File: src/rtl/alu_ops_pkg.sv
`default_nettype none
//==============================================================================
// alu_ops_pkg : opcodes, PSR layout and per-opcode flag write masks
// Rev 1.0
//==============================================================================
package alu_ops_pkg;

  localparam int OPC_W = 8;
  localparam int PSR_W = 5;

  localparam int PSR_C = 4;
  localparam int PSR_F = 3;
  localparam int PSR_L = 2;
  localparam int PSR_N = 1;
  localparam int PSR_Z = 0;

  localparam logic [OPC_W-1:0] OP_NOP   = 8'h00;
  localparam logic [OPC_W-1:0] OP_ADD   = 8'h01;
  localparam logic [OPC_W-1:0] OP_ADDI  = 8'h02;
  localparam logic [OPC_W-1:0] OP_ADDU  = 8'h03;
  localparam logic [OPC_W-1:0] OP_ADDUI = 8'h04;
  localparam logic [OPC_W-1:0] OP_ADDC  = 8'h05;
  localparam logic [OPC_W-1:0] OP_ADDCI = 8'h06;
  localparam logic [OPC_W-1:0] OP_SUB   = 8'h07;
  localparam logic [OPC_W-1:0] OP_SUBI  = 8'h08;
  localparam logic [OPC_W-1:0] OP_CMP   = 8'h09;
  localparam logic [OPC_W-1:0] OP_CMPI  = 8'h0A;
  localparam logic [OPC_W-1:0] OP_AND   = 8'h0B;
  localparam logic [OPC_W-1:0] OP_OR    = 8'h0C;
  localparam logic [OPC_W-1:0] OP_XOR   = 8'h0D;
  localparam logic [OPC_W-1:0] OP_NOT   = 8'h0E;
  localparam logic [OPC_W-1:0] OP_TEST  = 8'h0F;
  localparam logic [OPC_W-1:0] OP_LSH   = 8'h10;
  localparam logic [OPC_W-1:0] OP_RSH   = 8'h11;
  localparam logic [OPC_W-1:0] OP_ARSH  = 8'h12;
  localparam logic [OPC_W-1:0] OP_MUL   = 8'h13;
  localparam logic [OPC_W-1:0] OP_MULU  = 8'h14;

  typedef enum logic [0:0] {
    ST_IDLE = 1'b0,
    ST_MUL  = 1'b1
  } alu_state_t;

  function automatic logic op_legal(input logic [OPC_W-1:0] op);
    return (op <= OP_MULU);
  endfunction

  function automatic logic op_is_mul(input logic [OPC_W-1:0] op);
    return (op == OP_MUL) || (op == OP_MULU);
  endfunction

  // Mask bit order matches the PSR: {C,F,L,N,Z}
  function automatic logic [PSR_W-1:0] flag_mask(input logic [OPC_W-1:0] op);
    logic [PSR_W-1:0] m;
    m = 5'b00000;
    case (op)
      OP_ADD,  OP_ADDI,
      OP_SUB,  OP_SUBI:  m = 5'b11011;
      OP_ADDU, OP_ADDUI,
      OP_ADDC, OP_ADDCI: m = 5'b10011;
      OP_CMP,  OP_CMPI:  m = 5'b00111;
      OP_AND,  OP_OR, OP_XOR, OP_NOT, OP_TEST,
      OP_LSH,  OP_RSH, OP_ARSH, OP_MUL: m = 5'b00011;
      OP_MULU:           m = 5'b00001;
      default:           m = 5'b00000;
    endcase
    return m;
  endfunction

  function automatic logic [PSR_W-1:0] psr_merge(input logic [PSR_W-1:0] old_psr,
                                                 input logic [PSR_W-1:0] flags,
                                                 input logic [PSR_W-1:0] mask);
    return (old_psr & ~mask) | (flags & mask);
  endfunction

endpackage
`default_nettype wire

File: src/rtl/alu_seq_psr_if.sv
`default_nettype none
//==============================================================================
// alu_seq_psr_if : operand handshake and result bus of the sequential ALU
// Rev 1.0
//==============================================================================
interface alu_seq_psr_if
  import alu_ops_pkg::*;
#(
  parameter int WIDTH = 16
);
  logic             in_valid;
  logic             in_ready;
  logic [OPC_W-1:0] opcode;
  logic [WIDTH-1:0] a;
  logic [WIDTH-1:0] b;
  logic             psr_we;
  logic [PSR_W-1:0] psr_wdata;
  logic             out_valid;
  logic [WIDTH-1:0] result;
  logic [WIDTH-1:0] result_hi;
  logic [PSR_W-1:0] psr;
  logic             illegal_op;

  modport master (
    output in_valid, opcode, a, b, psr_we, psr_wdata,
    input  in_ready, out_valid, result, result_hi, psr, illegal_op
  );

  modport slave (
    input  in_valid, opcode, a, b, psr_we, psr_wdata,
    output in_ready, out_valid, result, result_hi, psr, illegal_op
  );
endinterface
`default_nettype wire

File: src/rtl/alu_mul_iter.sv
`default_nettype none
//==============================================================================
// alu_mul_iter : WIDTH-step shift-add multiplier, signed via magnitude + negate
// Rev 1.0
//==============================================================================
module alu_mul_iter #(
  parameter int WIDTH = 16
) (
  input  logic               clk,
  input  logic               rst_n,
  input  logic               start,
  input  logic               signed_mode,
  input  logic [WIDTH-1:0]   a,
  input  logic [WIDTH-1:0]   b,
  output logic               done,
  output logic [2*WIDTH-1:0] product
);
  localparam int             SHW  = $clog2(WIDTH);
  localparam logic [SHW-1:0] LAST = SHW'(WIDTH - 1);

  logic [WIDTH-1:0] mcand_q, mcand_d;
  logic [WIDTH-1:0] hi_q, hi_d;
  logic [WIDTH-1:0] lo_q, lo_d;
  logic [SHW-1:0]   cnt_q, cnt_d;
  logic             busy_q, busy_d;
  logic             neg_q, neg_d;

  function automatic logic [WIDTH-1:0] mag(input logic [WIDTH-1:0] x, input logic sgn);
    return (sgn && x[WIDTH-1]) ? (~x + 1'b1) : x;
  endfunction

  // One partial-product step: conditional add into the high half, then shift right
  function automatic logic [2*WIDTH-1:0] step(input logic [WIDTH-1:0] hi,
                                              input logic [WIDTH-1:0] lo,
                                              input logic [WIDTH-1:0] m);
    logic [WIDTH:0] s;
    s = {1'b0, hi} + (lo[0] ? {1'b0, m} : {(WIDTH+1){1'b0}});
    return {s, lo[WIDTH-1:1]};
  endfunction

  always_comb begin
    mcand_d = mcand_q;
    hi_d    = hi_q;
    lo_d    = lo_q;
    cnt_d   = cnt_q;
    busy_d  = busy_q;
    neg_d   = neg_q;
    if (start) begin
      // The first step is folded into the load so the product is ready after WIDTH edges
      mcand_d      = mag(a, signed_mode);
      {hi_d, lo_d} = step({WIDTH{1'b0}}, mag(b, signed_mode), mag(a, signed_mode));
      cnt_d        = '0;
      busy_d       = 1'b1;
      neg_d        = signed_mode & (a[WIDTH-1] ^ b[WIDTH-1]);
    end else if (busy_q) begin
      if (cnt_q == LAST) begin
        busy_d = 1'b0;
      end else begin
        {hi_d, lo_d} = step(hi_q, lo_q, mcand_q);
        cnt_d        = cnt_q + 1'b1;
      end
    end
  end

  always_ff @(posedge clk or negedge rst_n) begin
    if (!rst_n) begin
      mcand_q <= '0;
      hi_q    <= '0;
      lo_q    <= '0;
      cnt_q   <= '0;
      busy_q  <= 1'b0;
      neg_q   <= 1'b0;
    end else begin
      mcand_q <= mcand_d;
      hi_q    <= hi_d;
      lo_q    <= lo_d;
      cnt_q   <= cnt_d;
      busy_q  <= busy_d;
      neg_q   <= neg_d;
    end
  end

  assign done    = busy_q && (cnt_q == LAST);
  assign product = neg_q ? (~{hi_q, lo_q} + 1'b1) : {hi_q, lo_q};

endmodule
`default_nettype wire

File: src/rtl/alu_seq_psr.sv
`default_nettype none
//==============================================================================
// alu_seq_psr : registered ALU with valid/ready input, PSR and iterative multiply
// Rev 1.0
//==============================================================================
module alu_seq_psr
  import alu_ops_pkg::*;
#(
  parameter int WIDTH = 16
) (
  input  logic          clk,
  input  logic          rst_n,
  alu_seq_psr_if.slave  bus
);
  localparam int SHW = $clog2(WIDTH);

  typedef logic [WIDTH-1:0] word_t;
  localparam word_t WIDTH_W = word_t'(WIDTH);

  alu_state_t       state_q, state_d;
  word_t            result_q, result_d;
  word_t            result_hi_q, result_hi_d;
  logic [PSR_W-1:0] psr_q, psr_d;
  logic             out_valid_q, out_valid_d;
  logic             illegal_q, illegal_d;
  logic             mul_signed_q, mul_signed_d;

  logic               mul_start;
  logic               mul_done;
  logic [2*WIDTH-1:0] mul_prod;

  logic [WIDTH:0]   add_sum;
  logic [WIDTH:0]   addc_sum;
  logic [WIDTH:0]   sub_diff;
  logic [SHW-1:0]   shamt;
  logic             shift_oor;
  word_t            alu_res;
  logic [PSR_W-1:0] alu_flags;
  logic [PSR_W-1:0] mul_flags;
  logic [PSR_W-1:0] op_mask;
  logic [PSR_W-1:0] psr_base;

  // The carry-in reads psr_q, which already holds the carry of the op completed on the previous edge
  assign add_sum   = {1'b0, bus.a} + {1'b0, bus.b};
  assign addc_sum  = add_sum + {{WIDTH{1'b0}}, psr_q[PSR_C]};
  assign sub_diff  = {1'b0, bus.a} - {1'b0, bus.b};
  assign shamt     = bus.b[SHW-1:0];
  assign shift_oor = (bus.b >= WIDTH_W);

  always_comb begin
    alu_res   = '0;
    alu_flags = '0;
    case (bus.opcode)
      OP_ADD, OP_ADDI: begin
        alu_res          = add_sum[WIDTH-1:0];
        alu_flags[PSR_F] = (bus.a[WIDTH-1] == bus.b[WIDTH-1]) &&
                           (add_sum[WIDTH-1] != bus.a[WIDTH-1]);
      end
      OP_ADDU, OP_ADDUI: begin
        alu_res          = add_sum[WIDTH-1:0];
        alu_flags[PSR_C] = add_sum[WIDTH];
      end
      OP_ADDC, OP_ADDCI: begin
        alu_res          = addc_sum[WIDTH-1:0];
        alu_flags[PSR_C] = addc_sum[WIDTH];
      end
      OP_SUB, OP_SUBI: begin
        alu_res          = sub_diff[WIDTH-1:0];
        alu_flags[PSR_C] = sub_diff[WIDTH];
        alu_flags[PSR_F] = (bus.a[WIDTH-1] != bus.b[WIDTH-1]) &&
                           (sub_diff[WIDTH-1] != bus.a[WIDTH-1]);
      end
      OP_AND:  alu_res = bus.a & bus.b;
      OP_OR:   alu_res = bus.a | bus.b;
      OP_XOR:  alu_res = bus.a ^ bus.b;
      OP_NOT:  alu_res = ~bus.a;
      OP_TEST: alu_res = bus.a & bus.b;
      OP_LSH:  alu_res = shift_oor ? '0 : (bus.a << shamt);
      OP_RSH:  alu_res = shift_oor ? '0 : (bus.a >> shamt);
      OP_ARSH: alu_res = shift_oor ? {WIDTH{bus.a[WIDTH-1]}}
                                   : $unsigned($signed(bus.a) >>> shamt);
      default: alu_res = '0;
    endcase

    alu_flags[PSR_N] = alu_res[WIDTH-1];
    alu_flags[PSR_Z] = (alu_res == '0);

    if ((bus.opcode == OP_ADDC) || (bus.opcode == OP_ADDCI)) begin
      alu_flags[PSR_Z] = (alu_res == '0) && !addc_sum[WIDTH];
    end
    if ((bus.opcode == OP_CMP) || (bus.opcode == OP_CMPI)) begin
      alu_flags[PSR_Z] = (bus.a == bus.b);
      alu_flags[PSR_L] = (bus.a < bus.b);
      alu_flags[PSR_N] = ($signed(bus.a) < $signed(bus.b));
    end
  end

  always_comb begin
    mul_flags        = '0;
    mul_flags[PSR_N] = mul_prod[2*WIDTH-1];
    mul_flags[PSR_Z] = (mul_prod == '0);
  end

  always_comb begin
    state_d      = state_q;
    result_d     = result_q;
    result_hi_d  = result_hi_q;
    out_valid_d  = 1'b0;
    illegal_d    = 1'b0;
    mul_signed_d = mul_signed_q;
    mul_start    = 1'b0;
    op_mask      = '0;
    psr_base     = bus.psr_we ? bus.psr_wdata : psr_q;
    psr_d        = psr_base;

    case (state_q)
      ST_IDLE: begin
        if (bus.in_valid) begin
          if (op_is_mul(bus.opcode)) begin
            state_d      = ST_MUL;
            mul_start    = 1'b1;
            mul_signed_d = (bus.opcode == OP_MUL);
          end else begin
            out_valid_d = 1'b1;
            result_d    = alu_res;
            result_hi_d = '0;
            illegal_d   = !op_legal(bus.opcode);
            op_mask     = flag_mask(bus.opcode);
            // A flag-writing completion overrides a coincident context restore
            if (op_mask != '0) begin
              psr_d = psr_merge(psr_q, alu_flags, op_mask);
            end
          end
        end
      end
      ST_MUL: begin
        if (mul_done) begin
          state_d     = ST_IDLE;
          out_valid_d = 1'b1;
          result_d    = mul_prod[WIDTH-1:0];
          result_hi_d = mul_prod[2*WIDTH-1:WIDTH];
          op_mask     = mul_signed_q ? flag_mask(OP_MUL) : flag_mask(OP_MULU);
          psr_d       = psr_merge(psr_q, mul_flags, op_mask);
        end
      end
      default: state_d = ST_IDLE;
    endcase
  end

  always_ff @(posedge clk or negedge rst_n) begin
    if (!rst_n) begin
      state_q      <= ST_IDLE;
      result_q     <= '0;
      result_hi_q  <= '0;
      psr_q        <= '0;
      out_valid_q  <= 1'b0;
      illegal_q    <= 1'b0;
      mul_signed_q <= 1'b0;
    end else begin
      state_q      <= state_d;
      result_q     <= result_d;
      result_hi_q  <= result_hi_d;
      psr_q        <= psr_d;
      out_valid_q  <= out_valid_d;
      illegal_q    <= illegal_d;
      mul_signed_q <= mul_signed_d;
    end
  end

  alu_mul_iter #(
    .WIDTH(WIDTH)
  ) u_mul (
    .clk         (clk),
    .rst_n       (rst_n),
    .start       (mul_start),
    .signed_mode (bus.opcode == OP_MUL),
    .a           (bus.a),
    .b           (bus.b),
    .done        (mul_done),
    .product     (mul_prod)
  );

  assign bus.in_ready   = (state_q == ST_IDLE);
  assign bus.out_valid  = out_valid_q;
  assign bus.result     = result_q;
  assign bus.result_hi  = result_hi_q;
  assign bus.psr        = psr_q;
  assign bus.illegal_op = illegal_q;

endmodule
`default_nettype wire

File: src/flat_wrapper.sv
// flat-port wrapper written by rule: the top's interface ports become plain ports
module alu_seq_psr_flat import alu_ops_pkg::*;
#(
  parameter int WIDTH = 16
)
  (clk, rst_n, bus_in_valid, bus_opcode, bus_a, bus_b, bus_psr_we, bus_psr_wdata, bus_in_ready, bus_out_valid, bus_result, bus_result_hi, bus_psr, bus_illegal_op);
  alu_seq_psr_if #(.WIDTH(WIDTH)) bus_i ();
  input  logic clk;
  input  logic rst_n;
  input wire logic [$bits(bus_i.in_valid)-1:0] bus_in_valid;
  input wire logic [$bits(bus_i.opcode)-1:0] bus_opcode;
  input wire logic [$bits(bus_i.a)-1:0] bus_a;
  input wire logic [$bits(bus_i.b)-1:0] bus_b;
  input wire logic [$bits(bus_i.psr_we)-1:0] bus_psr_we;
  input wire logic [$bits(bus_i.psr_wdata)-1:0] bus_psr_wdata;
  output wire logic [$bits(bus_i.in_ready)-1:0] bus_in_ready;
  output wire logic [$bits(bus_i.out_valid)-1:0] bus_out_valid;
  output wire logic [$bits(bus_i.result)-1:0] bus_result;
  output wire logic [$bits(bus_i.result_hi)-1:0] bus_result_hi;
  output wire logic [$bits(bus_i.psr)-1:0] bus_psr;
  output wire logic [$bits(bus_i.illegal_op)-1:0] bus_illegal_op;
  assign bus_i.in_valid = bus_in_valid;
  assign bus_i.opcode = bus_opcode;
  assign bus_i.a = bus_a;
  assign bus_i.b = bus_b;
  assign bus_i.psr_we = bus_psr_we;
  assign bus_i.psr_wdata = bus_psr_wdata;
  assign bus_in_ready = bus_i.in_ready;
  assign bus_out_valid = bus_i.out_valid;
  assign bus_result = bus_i.result;
  assign bus_result_hi = bus_i.result_hi;
  assign bus_psr = bus_i.psr;
  assign bus_illegal_op = bus_i.illegal_op;
  alu_seq_psr #(.WIDTH(WIDTH)) u_core (.clk(clk), .rst_n(rst_n), .bus(bus_i));
endmodule
File: config.mk
export PLATFORM = sky130hd
export DESIGN_NAME = alu_seq_psr_flat
export DESIGN_NICKNAME = d
export VERILOG_FILES = /design/src/rtl/alu_ops_pkg.sv /design/src/rtl/alu_seq_psr_if.sv /design/src/rtl/alu_mul_iter.sv /design/src/rtl/alu_seq_psr.sv /design/src/flat_wrapper.sv
export SDC_FILE = /design/constraint.sdc
export NUM_CORES = 1
export LEC_CHECK = 0
export ABC_AREA = 1
export CORE_MARGIN = 2
export CORE_UTILIZATION = 40
export DETAILED_ROUTE_END_ITERATION = 6
export PLACE_DENSITY_LB_ADDON = 0.2
export SYNTH_ARGS = -nofsm -noshare
export SYNTH_HDL_FRONTEND = slang
export SYNTH_SLANG_ARGS = --single-unit
File: constraint.sdc
create_clock -name clk -period 2.7 [get_ports clk]
set_clock_uncertainty 0.15 [all_clocks]
set_input_delay 0.27 -clock clk [delete_from_list [all_inputs] [get_ports clk]]
set_output_delay 0.27 -clock clk [all_outputs]
set_load 0.005 [all_outputs]
; Word-level counts from Yosys, hierarchy flattened
; Memories as Yosys holds them, arrays and structs flattened.
; Index checks and enable logic that the tools add are counted.
[op_classes]
add_sub_neg = 8
n_lt_le_gt_ge = 4
eq_ne = 30
n_shift = 3
mux = 56
n_bitwise = 17
n_reduce_logical = 25
[ops]
columns = cell, n
row1 = $mux W16, 19
row2 = $pmux W16 S10, 1
row3 = $eq A8 B4 Y1 const B, 8
row4 = $pmux W16 S2, 2
row5 = $mux W5, 9
row6 = $eq A8 B5 Y1 const B, 5
row7 = $add A16 B16 Y17, 2
row8 = $add A16 B1 Y16 const B, 2
row9 = $add A32 B1 Y32 const B, 1
row10 = $eq A8 B3 Y1 const B, 4
row11 = $logic_not A32 Y1, 1
row12 = $lt A16 B16 Y1, 2
row13 = $mux W32, 1
row14 = $not A16 Y16, 2
row15 = $not A32 Y32, 1
row16 = $add A17 B1 Y17, 1
row17 = $sub A16 B16 Y17, 1
row18 = $and A16 B16 Y16, 1
row19 = $eq A16 B16 Y1, 1
row20 = $eq A8 B2 Y1 const B, 2
row21 = $ge A16 B5 Y1 const B, 1
row22 = $logic_not A16 Y1, 1
row23 = $or A16 B16 Y16, 1
row24 = $shl A16 B4 Y16, 1
row25 = 35 further kinds, 73
[word_totals]
ff_bits = 95
mem_bits_ro = 160
input_bits = 49
out_inout_bits = 40
elab_cells = 157
n_memories = 1
[memory_table]
columns = memory, depth, width, rd, rd_ports_with_merged_regs, write_ports, line_no
row1 = (no name shown), 32, 5, 1, 0, 0, alu_ops_pkg.sv:56  ; case (op)

; Depth between registers and ports, before layout
; Gate-level depths: netlist of the first run.
[logic_depth]
depth_word = 13
depth_mapped = 28
mapped_depth_nobuf = 26

; Hierarchy
; Synthesis of the first run repeated with hierarchy kept, for this count alone.
[hier_totals]
hier_cells = 2249
area_unflattened_um2 = 13035.0
[modules_own_cells]
columns = module, instances, cells_per_inst, area_per_inst_um2, seq_area_each_um2
row1 = alu_seq_psr, 1, 1428, 7863.8, 1026.0
row2 = alu_mul_iter, 1, 821, 5171.2, 1351.3

; Worst setup path after synthesis of the first run
; OpenSTA, ideal clock, no wires.
[synth_timing]
path_type = input to register
start = input bus_b[2]
end = register (tool-made name)
t_arrival_ns = 2.696
setup_slack_ns = -0.268
cell_stages = 23
n_path_buf = 3
cell_sequence = buf_2 > inv_2 > clkbuf_1 > ha_1 > buf_6 > xor2_2 > inv_2 > nor2_2 > nand3_2 > nor2_4 > nand3_1 > nor2_2 > nand2_1 > nand2_1 > nand3_2 > nand2_2 > nor2_1 > nand4_1 > nand2_1 > nand2_1 > nand2_1 > nand2_1 > nand3_2
[synth_rtl]
columns = element, line_no
row1 = from (decl), flat_wrapper.sv:13  ; input wire logic [$bits(bus_i.b)-1:0] bus_b;

==> run_results.csv, run 1 <==
group,metric,value,unit
logic_synthesis,syn-num-nets,2168,
drt,routedWlPerCell,19.5,microns
critical_path,crit_arrival,2870,ps
sta,layout_min_cycle_time,2720,ps
finish,fillers,2931,
logic_synthesis,ys_async_sr_fraction,100,%
finish,layout-drive-gt1-share,32.0,%
drt,postRouteAntennaNets,0,
run_status,outcome,"complete, but fails checks",
logic_synthesis,synth.distinct_cells,56,
sta,period_share,101,%
sta,worst_slew_pin_slew,575,ps
drt,remaining_drc_errors,7,
die,die_area,31500,sq um
global_route,overflow,0,
logic_synthesis,synth_most_common_cell,"nand2_1",
logic_synthesis,yosys.area.top_type,"dfrtp_1",
die,placementRows,63,
die,die_h,177,microns
logic_synthesis,ys_seq_area_share,19.8,%
sta,setup_viol_count_final,1,
clock_tree,clk-insertion-delay-late,360,ps
die,die_w,177,microns
logic_synthesis,synth-edff-count,0,
flow_run,maxCapViolations,0,
power,power_leakage,0.00938,uW
placement,dp_slack,-981,ps
logic_synthesis,synthTopCellsByArea,"dfrtp_1, nand2_1, nand3_1",
sta,fin_tns_setup,-19.2,ps
sta,setup_slack,-19.2,ps
finish,syn_to_final_growth,51.2,%
worst_hold_path,min_path_type,"primary input to async pin",
sta,rsz0062_at_grt,"true",
logic_synthesis,synth_common_cells,"nand2_1, inv_1, nor2_1",
logic_synthesis,avgSynthCellArea,5.90,sq um
placement,post-dp-hpwl,46.0,mm
critical_path,reg2reg_depth,16,
logic_synthesis,ys.flop_type,"dfrtp_1",
finish,layoutNonFillerInstCount,2909,
clock_tree,clock_sinks,95,
finish,num_antenna_cells,0,
run_status,violations,"DRC, setup timing",
drt,route.vias.total,15800,
placement,portBuffers,88,
sta,final_max_slew_viol_count,0,
clock_tree,cts_tree,"built",
sta,hold_viol_final,0,
clock_tree,cts_root_buffer,"clkbuf_16",
die,core_area,29600,sq um
drt,drtIter0Drc,1630,
sta,relSlewSlack,61.6,%
sta,max_freq,0.368,GHz
global_route,grt_start_max_net_pins,61,
die,ios,89,
clock_tree,htree_num_levels,3,
drt,firstDrtPassIters,7,
power,powerDensity,355,nW/um^2
logic_synthesis,syn_area,12000,sq um
global_route,antenna_found_initial,0,
clock_tree,clockBufferDepth,2,
global_route,grt.total_usage,35.8,%
logic_synthesis,netlist_instances,2038,
critical_path,crit_type,"primary input to flop",
drt,viasPerCell,5.44,
critical_path,startpoint_type,"primary input",
global_route,grt_pass1_wl,86.1,mm
critical_path,critPathMaxFanout,4,
logic_synthesis,ys_ff_latch,95,
logic_synthesis,yosysWarnings,0,
global_route,grt_pass1_vias,14800,
placement,dp_cells,2846,
finish,finalNetCount,2644,
drt,wl,56.8,mm
critical_path,rr_startpoint,"u_core.u_mul.lo_q[0]",
clock_tree,path_clk_slew,80,ps
power,ir_drop,0.293,mV
critical_path,setup.worst_path.end_class,"flop",
critical_path,r2r_slack,30,ps
critical_path,critical_path_required,2850,ps
placement,gp_congestion,1.03,
die,start_util,40.6,%
logic_synthesis,synth_top_cell_area_share,19.8,%
clock_tree,cts_buffers,9,
[power breakdown]
part           switching, uW  total [uW]  leakage (uW)  internal (uW)
combinational           1920        3440       0.00797           1520
clock                    623        1360      0.000143            736
sequential               116        1670       0.00127           1550
[cell type report]
| cell class | instances | area [sq um] | share of cell area, % |
|---|---|---|---|
| Inverter | 266 | 1010 | 5.57 |
| Clock buffer | 10 | 229 | 1.26 |
| Multi-Input combinational cell | 1601 | 9490 | 52.2 |
| Clock inverter | 6 | 76.3 | 0.420 |
| Tap cell | 390 | 488 | 2.68 |
| Timing Repair Buffer | 541 | 4510 | 24.8 |
| Sequential cell | 95 | 2380 | 13.1 |
[logic make-up (layout without fill, tap and decap cells)]
group,count (synthesis),count (layout),synth area share (%)
and+or+nand+nor,1177,1177,42.0
buffers and inverters,342,823,11.4
AOI/OAI and AO/OA,295,295,14.6
DFF,95,95,19.8
adders and majority gates,81,81,8.61
xor gates and xnor gates,47,47,3.48
muxes,1,1,0.0936
[through the flow]
| step | instance area [sq um] | total power (uW) | hold WS, ps | util, % |
|---|---|---|---|---|
| after detailed placement | 16200 | 4740 | 108 | 54.8 |
| after global routing | 18200 | 6860 | 291 | 61.4 |
| final | 18200 | 6470 | 255 | 61.4 |
| after floorplan | 12100 | 3230 | -176 | - |
| after CTS | 17400 | 6280 | 262 | 58.8 |
| after global placement | 16200 | 4710 | 107 | 54.8 |
[layout by cell type (no fill, tap or decap), types with 29 or more instances in the layout]
cell / count
buf_4: 418
dfrtp_1: 93
a21oi_1: 71
nor2_1: 182
nand2_1: 522
inv_2: 53
clkdlybuf4s50_1: 49
xor2_1: 39
ha_1: 45
inv_1: 205
nor2_2: 49
nand3_2: 29
o21ai_0: 98
nand3_1: 200
nand2_2: 72
nand4_1: 29
[sequential cells by signal, summed over array words and instances, names as in the netlist, named ones only]
name                   flops
u_core.u_mul.cnt_q         4
u_core.u_mul.hi_q         16
u_core.mul_signed_q        1
u_core.bus.illegal_op      1
u_core.state_q             1
u_core.bus.out_valid       1
u_core.bus.result         16
u_core.u_mul.lo_q         16
u_core.u_mul.mcand_q      16
u_core.bus.result_hi      16
u_core.u_mul.busy_q        1
u_core.u_mul.neg_q         1
[worst max-delay path by stage]
| stage | slack, ps | from | end | depth (start not counted) |
|---|---|---|---|---|
| floorplan | 8 | bus_b[0] | flop | 23 |
| global placement | -990 | bus_a[0] | flop | 22 |
| CTS | -50 | bus_opcode[4] | flop | 19 |
| finish | -20 | bus_a[0] | flop | 20 |
| global route | -170 | bus_a[8] | flop | 23 |
| detailed placement | -980 | bus_a[0] | flop | 22 |
[routing by layer]
metal	global-route usage (%)	up-vias	wire length, microns
li1	-	7608	-
met1	51.6	7366	25400
met2	55.7	726	24700
met3	5.38	112	5070
met4	9.26	0	1660
met5	0	-	0
[critical path, stage by stage]
cell and delay (ps):
buf_6 110, ha_4 160, fa_2 490, xor2_4 240, buf_4 150, xor2_1 160, nor2_1 60, nor2_1 150
nand3_2 140, nor2_2 170, nand3_2 100, nor2_2 100, nand2_2 70, nor2_4 120, nand4_1 90, nand2_1 60
nand2_1 50, nand2_1 60, nand2_1 50, nand3_2 50
[repair_timing]
action                                 in CTS  in global routing
resized for setup                         221                193
hold buffers                                1                  0
gates cloned                                1                  0
endpoints found under the hold margin      35                  0
setup endpoints to repair                  30                 39
buffers inserted                           31                 15
pin swaps                                  65                 82
No activity file was read; power rests on OpenSTA's default activity.
==> inputs of run 2 (changes only) <==
--- a/config.mk
+++ b/config.mk
@@ -10,6 +10,7 @@
 export CORE_UTILIZATION = 40
 export DETAILED_ROUTE_END_ITERATION = 6
 export PLACE_DENSITY_LB_ADDON = 0.2
+export SLEW_MARGIN = 0
 export SYNTH_ARGS = -nofsm -noshare
 export SYNTH_HDL_FRONTEND = slang
 export SYNTH_SLANG_ARGS = --single-unit
==> results of run 2 <==
Final layout, timing and power as in run 1 (identical DEF).
